[config.mk]
export PLATFORM = sky130hd
export DESIGN_NAME = pipe_stage_elastic
export DESIGN_NICKNAME = d
export VERILOG_FILES = /design/src/rtl/pipe_pkg.sv /design/src/rtl/pipe_stage_elastic.sv
export SDC_FILE = /design/constraint.sdc
export NUM_CORES = 1
export LEC_CHECK = 0
export CAP_MARGIN = 20
export CORE_MARGIN = 4
export CORE_UTILIZATION = 51
export CTS_BUF_LIST = sky130_fd_sc_hd__clkbuf_2
export DETAILED_ROUTE_END_ITERATION = 10
export PLACE_DENSITY = 0.8
export SLEW_MARGIN = 10
export SYNTH_ARGS = -nofsm -noshare
export SYNTH_HDL_FRONTEND = slang
export SYNTH_SLANG_ARGS = --single-unit
[constraint.sdc]
create_clock -name clk -period 2.05 [get_ports clk]
set_input_delay 0.3075 -clock clk [delete_from_list [all_inputs] [get_ports clk]]
set_output_delay 0.3075 -clock clk [all_outputs]
set_load 0.02 [all_outputs]
[src/rtl/pipe_pkg.sv]
// Shared definitions for the elastic inter-stage register: state encoding,
// payload field layout of the compact 32-bit IF/ID bus, and a mask helper.
package pipe_pkg;

    localparam logic [1:0] ST_EMPTY = 2'd0;
    localparam logic [1:0] ST_ONE   = 2'd1;
    localparam logic [1:0] ST_TWO   = 2'd2;

    typedef enum logic [1:0] {
        EMPTY = ST_EMPTY,
        ONE   = ST_ONE,
        TWO   = ST_TWO
    } state_t;

    // Compact IF/ID payload: pc in the upper half, instruction in the lower.
    localparam int unsigned INSTR_LSB = 0;
    localparam int unsigned INSTR_W   = 16;
    localparam int unsigned PC_LSB    = 16;
    localparam int unsigned PC_W      = 16;
    localparam int unsigned BUS_W     = 32;

    // Builds a mask covering [lsb +: w] of a BUS_W-bit payload.
    function automatic logic [BUS_W-1:0] field_mask(input int unsigned lsb,
                                                    input int unsigned w);
        logic [BUS_W-1:0] m;
        m = '0;
        for (int unsigned i = 0; i < BUS_W; i++) begin
            if (i >= lsb && i < lsb + w) m[i] = 1'b1;
        end
        return m;
    endfunction

endpackage

[src/rtl/pipe_stage_elastic.sv]
// Elastic inter-stage register: valid/ready handshake, optional two-entry
// skid buffer, synchronous flush that masks held payload fields, and a
// saturating counter of cycles where the consumer was ready but starved.
module pipe_stage_elastic
    import pipe_pkg::*;
#(
    parameter int unsigned       DATA_W   = 32,
    parameter logic [DATA_W-1:0] CLR_MASK = {DATA_W{1'b1}},
    parameter bit                SKID     = 1'b1,
    parameter int unsigned       CNT_W    = 16
) (
    input  logic              clk,
    input  logic              reset_n,
    input  logic              flush,
    input  logic              in_valid,
    output logic              in_ready,
    input  logic [DATA_W-1:0] in_data,
    output logic              out_valid,
    input  logic              out_ready,
    output logic [DATA_W-1:0] out_data,
    output logic [1:0]        occupancy,
    output logic [CNT_W-1:0]  bubble_cnt
);

    state_t            state, state_n;
    logic [DATA_W-1:0] main_q, main_n;
    logic [DATA_W-1:0] skid_q, skid_n;
    logic              in_fire, out_fire;

    assign out_valid = (state != EMPTY);
    assign out_data  = main_q;
    assign occupancy = state;
    assign in_fire   = in_valid & in_ready;
    assign out_fire  = out_valid & out_ready;

    generate
        if (SKID) begin : g_skid
            logic ready_q;
            // Registered ready: low exactly while both entries are occupied.
            always_ff @(posedge clk) begin
                if (!reset_n) ready_q <= 1'b1;
                else          ready_q <= (state_n != TWO);
            end
            assign in_ready = ready_q;
        end else begin : g_noskid
            assign in_ready = out_ready | ~out_valid;
        end
    endgenerate

    // Next-state and entry updates; flush masks whatever is held, so a
    // payload accepted in the same cycle is dropped.
    always_comb begin
        state_n = state;
        main_n  = main_q;
        skid_n  = skid_q;
        case (state)
            EMPTY: begin
                if (in_fire) begin
                    state_n = ONE;
                    main_n  = in_data;
                end
            end
            ONE: begin
                if (in_fire && out_fire) begin
                    main_n = in_data;
                end else if (in_fire && SKID) begin
                    state_n = TWO;
                    skid_n  = in_data;
                end else if (out_fire) begin
                    state_n = EMPTY;
                end
            end
            TWO: begin
                if (out_fire) begin
                    state_n = ONE;
                    main_n  = skid_q;
                end
            end
            default: state_n = EMPTY;
        endcase
        if (flush) begin
            state_n = EMPTY;
            main_n  = main_q & ~CLR_MASK;
            skid_n  = skid_q & ~CLR_MASK;
        end
    end

    // State and entry registers; reset clears payload as well as control.
    always_ff @(posedge clk) begin
        if (!reset_n) begin
            state  <= EMPTY;
            main_q <= '0;
            skid_q <= '0;
        end else begin
            state  <= state_n;
            main_q <= main_n;
            skid_q <= skid_n;
        end
    end

    // Saturating bubble counter; flush does not touch it.
    always_ff @(posedge clk) begin
        if (!reset_n) begin
            bubble_cnt <= '0;
        end else if (out_ready && !out_valid && (bubble_cnt != {CNT_W{1'b1}})) begin
            bubble_cnt <= bubble_cnt + CNT_W'(1);
        end
    end

endmodule

==> impl_metrics.ini <==
[cts]
tritoncts = done
clk_pin_slew_worst_paths_ps = 260
cts_hold_buf = 0
htree_num_levels = 3
insertion_delay_ps = 570
cts_root_buf = clkbuf_2
cts_buffers = 9
cts_max_path_buffers = 2
clock_sinks = 83

[routing]
ant_nets = 0
vias = 3324
viasPerCell = 5.634
detail_route.wirelength_um = 9086
post-route-drc-count = 0
firstDrtPassIters = 5
detailedRoute.firstIterationViolations = 123
detail_route.wl_per_cell_um = 15.40

[synth]
ys_seq_area_share_pct = 44.82
synth_largest_area_cell = dfxtp_1
syn-instance-count = 405
yosys_warnings = 0
synthDominantCellAreaShare_pct = 44.82
syn_area_mm2 = 0.003707
synth_fa_ha_area_share_pct = 0.3375
synth_seq_cells = 83
syn-num-nets = 443
synth_top_family_by_area = simple AND/OR/NAND/NOR gates
synth_compound_area_share_pct = 19.71
synth_xor_area_share_pct = 0
muxShareOfSynthArea_pct = 9.180
synth.area.top_cells = dfxtp_1, a211oi_2, mux2i_1
yosys.area_share.simple_pct = 21.19
avgSynthCellArea_um2 = 9.154
ys_types = 36

[floorplan]
die_h_um = 93.26
die_w_um = 93.26
core_mm2 = 0.006944
start_util_pct = 53.39
row_count = 30
die_area_mm2 = 0.008697
ios = 89

[sta]
slew_headroom_pct = 61.05
fin_crit_sh_pct = 95.75
setup_viol = 0
slew_violations = 0
skew_ps = 29.41
fin_setup_tns_ps = 0
tightest_slew_ps = 579.7
max_freq_mhz = 509.4
fin_ws_ps = 87.04
min_period_ps = 1963
hold_violations = 0
rsz0062_at_grt = no

[critical_path]
arrival_ps = 1660
crit_slowest_cell = clkdlybuf4s50_1
slowest_delay_ps = 640
path_cells = clkdlybuf4s50_1
path_class = reg2out
crit_family = buffers and inverters
cp_num_buf_inv = 1
cp-start-kind = register
cp-end-kind = primary output
crit_required_ps = 1740
crit_fanout = 6

[grt]
grt-ovfl-total = 0
grt.total_usage_pct = 21.80
antenna_found_initial = 0
grt_max_degree = 34
grt_pass1_wl_um = 15120
grt_pass1_vias = 3213

[status]
status = finished, final reports clean

[placed_design]
dp_slack_ps = 35.56
io_buffers = 88
dpl.hpwl_um = 6192
gp_congestion = 0.8288
placedCellCount = 574

[cells_and_area]
drive_gt1_share_pct = 17.41
fillCellCount = 570
syn2layout_area_growth_pct = 31.22
utilization_pct = 70.05
final_cells = 590
diodes = 0
nNetsFinal = 527

[pwr]
max-vdd-ir-drop_uv = 335.2
pwr_density_cell_mw_per_mm2 = 633.3
p_leak_nw = 1.818

[run]
maxCapViolations = 0

[min_path]
hp-class = in2reg
-- worst paths after layout --
check / start / end / slack [ps] / cells after the start
setup / recovery: bubble_cnt[11] / bubble_cnt[11] / 90 / 1
hold / removal: in_data[9] / skid_q[9] / 280 / 3
hold reg to reg: skid_q[30] / skid_q[30] / 470 / 2
setup reg to reg: bubble_cnt[1] / bubble_cnt[14] / 270 / 5
-- cell usage after synthesis --
library cell,number
buf_6,5
or2_2,2
nor3_1,34
nand3b_1,4
a211oi_1,3
nor3b_1,1
or2b_1,1
nor2b_1,1
nand3_1,5
ha_1,1
nand2b_1,2
a21oi_1,48
a211oi_2,30
o21ai_0,9
o21ba_2,1
nand4_1,8
or3_1,8
nand2_1,75
dfxtp_1,83
buf_2,6
or4_1,5
and4_2,1
or2_1,1
nand2_4,1
and2_4,1
and3_1,2
inv_1,2
buf_4,1
nor2_1,1
o31ai_1,5
and3b_1,1
mux2i_1,34
nor3b_2,1
clkbuf_1,20
nor4_2,1
and4_1,1
-- layer usage --
layer	routed length [um]	GRT usage, %	share of wire (%)	vias to the layer above
li1	-	-	-	1627
met1	3921	27.83	43	1580
met2	4468	34.72	49	96
met3	463	4.666	5.1	21
met4	233	10.87	2.6	0
met5	0	0	0	-
-- logic make-up after synthesis --
family | Yosys count
simple gates | 157
compound gates | 96
mux | 34
flops | 83
buf+inv | 34
fa+ha+maj | 1
-- flip-flops by register name (all words and copies together), names as in the netlist --
| name | count |
|---|---|
| out_data | 32 |
| bubble_cnt | 16 |
| skid_q | 32 |
| in_ready | 1 |
| occupancy | 2 |
-- per-stage QoR --
stage / instance area (um^2) / hold WS [ps] / total power, mW
after floorplan: 3707 / 397.4 / 1.999
after global placement: 4730 / 440.7 / 2.212
after detailed placement: 4730 / 446.5 / 2.220
after CTS: 4852 / 236.3 / 3.112
after global routing: 4865 / 229.1 / 3.228
final: 4865 / 279.3 / 3.081
-- what timing repair did --
item                                    in CTS  in global routing
hold endpoints to repair                     0                  0
gates cloned                                 0                  0
setup buffers                                0                  0
endpoints found under the setup margin       5                  9
gates resized for setup                      5                  9
pin swaps                                    0                  0
-- final cells by class --
type                    count  area (um^2)  share of cell area (%)
well taps                  96        120.1                   2.469
clock buffers               9        45.04                  0.9259
clock inverters             7        76.32                   1.569
repair buffers            105         1044                   21.45
inverters                   2        7.507                  0.1543
flip-flops and latches     83         1678                   34.49
multi-input cells         288         1894                   38.94
-- cells in the final DEF, fill, tap and decap left out, types with 3 or more instances in the layout --
cell type,count
a211oi_2,30
or3_1,8
nand3b_1,4
o31ai_1,5
mux2i_1,34
or4_1,5
dfxtp_1,72
a211oi_1,3
or2_2,3
nor3_1,34
nand2_1,75
dfxtp_2,10
buf_12,3
clkbuf_2,9
nand3_1,5
a21oi_1,47
buf_4,14
clkdlybuf4s50_1,86
o21ai_0,9
nand4_1,8
-- power breakdown --
part           internal [mW]  switching, mW
combinational          0.235          0.259
clock                  0.294          0.601
sequential              1.66         0.0310
No activity file was read; power rests on OpenSTA's default activity.
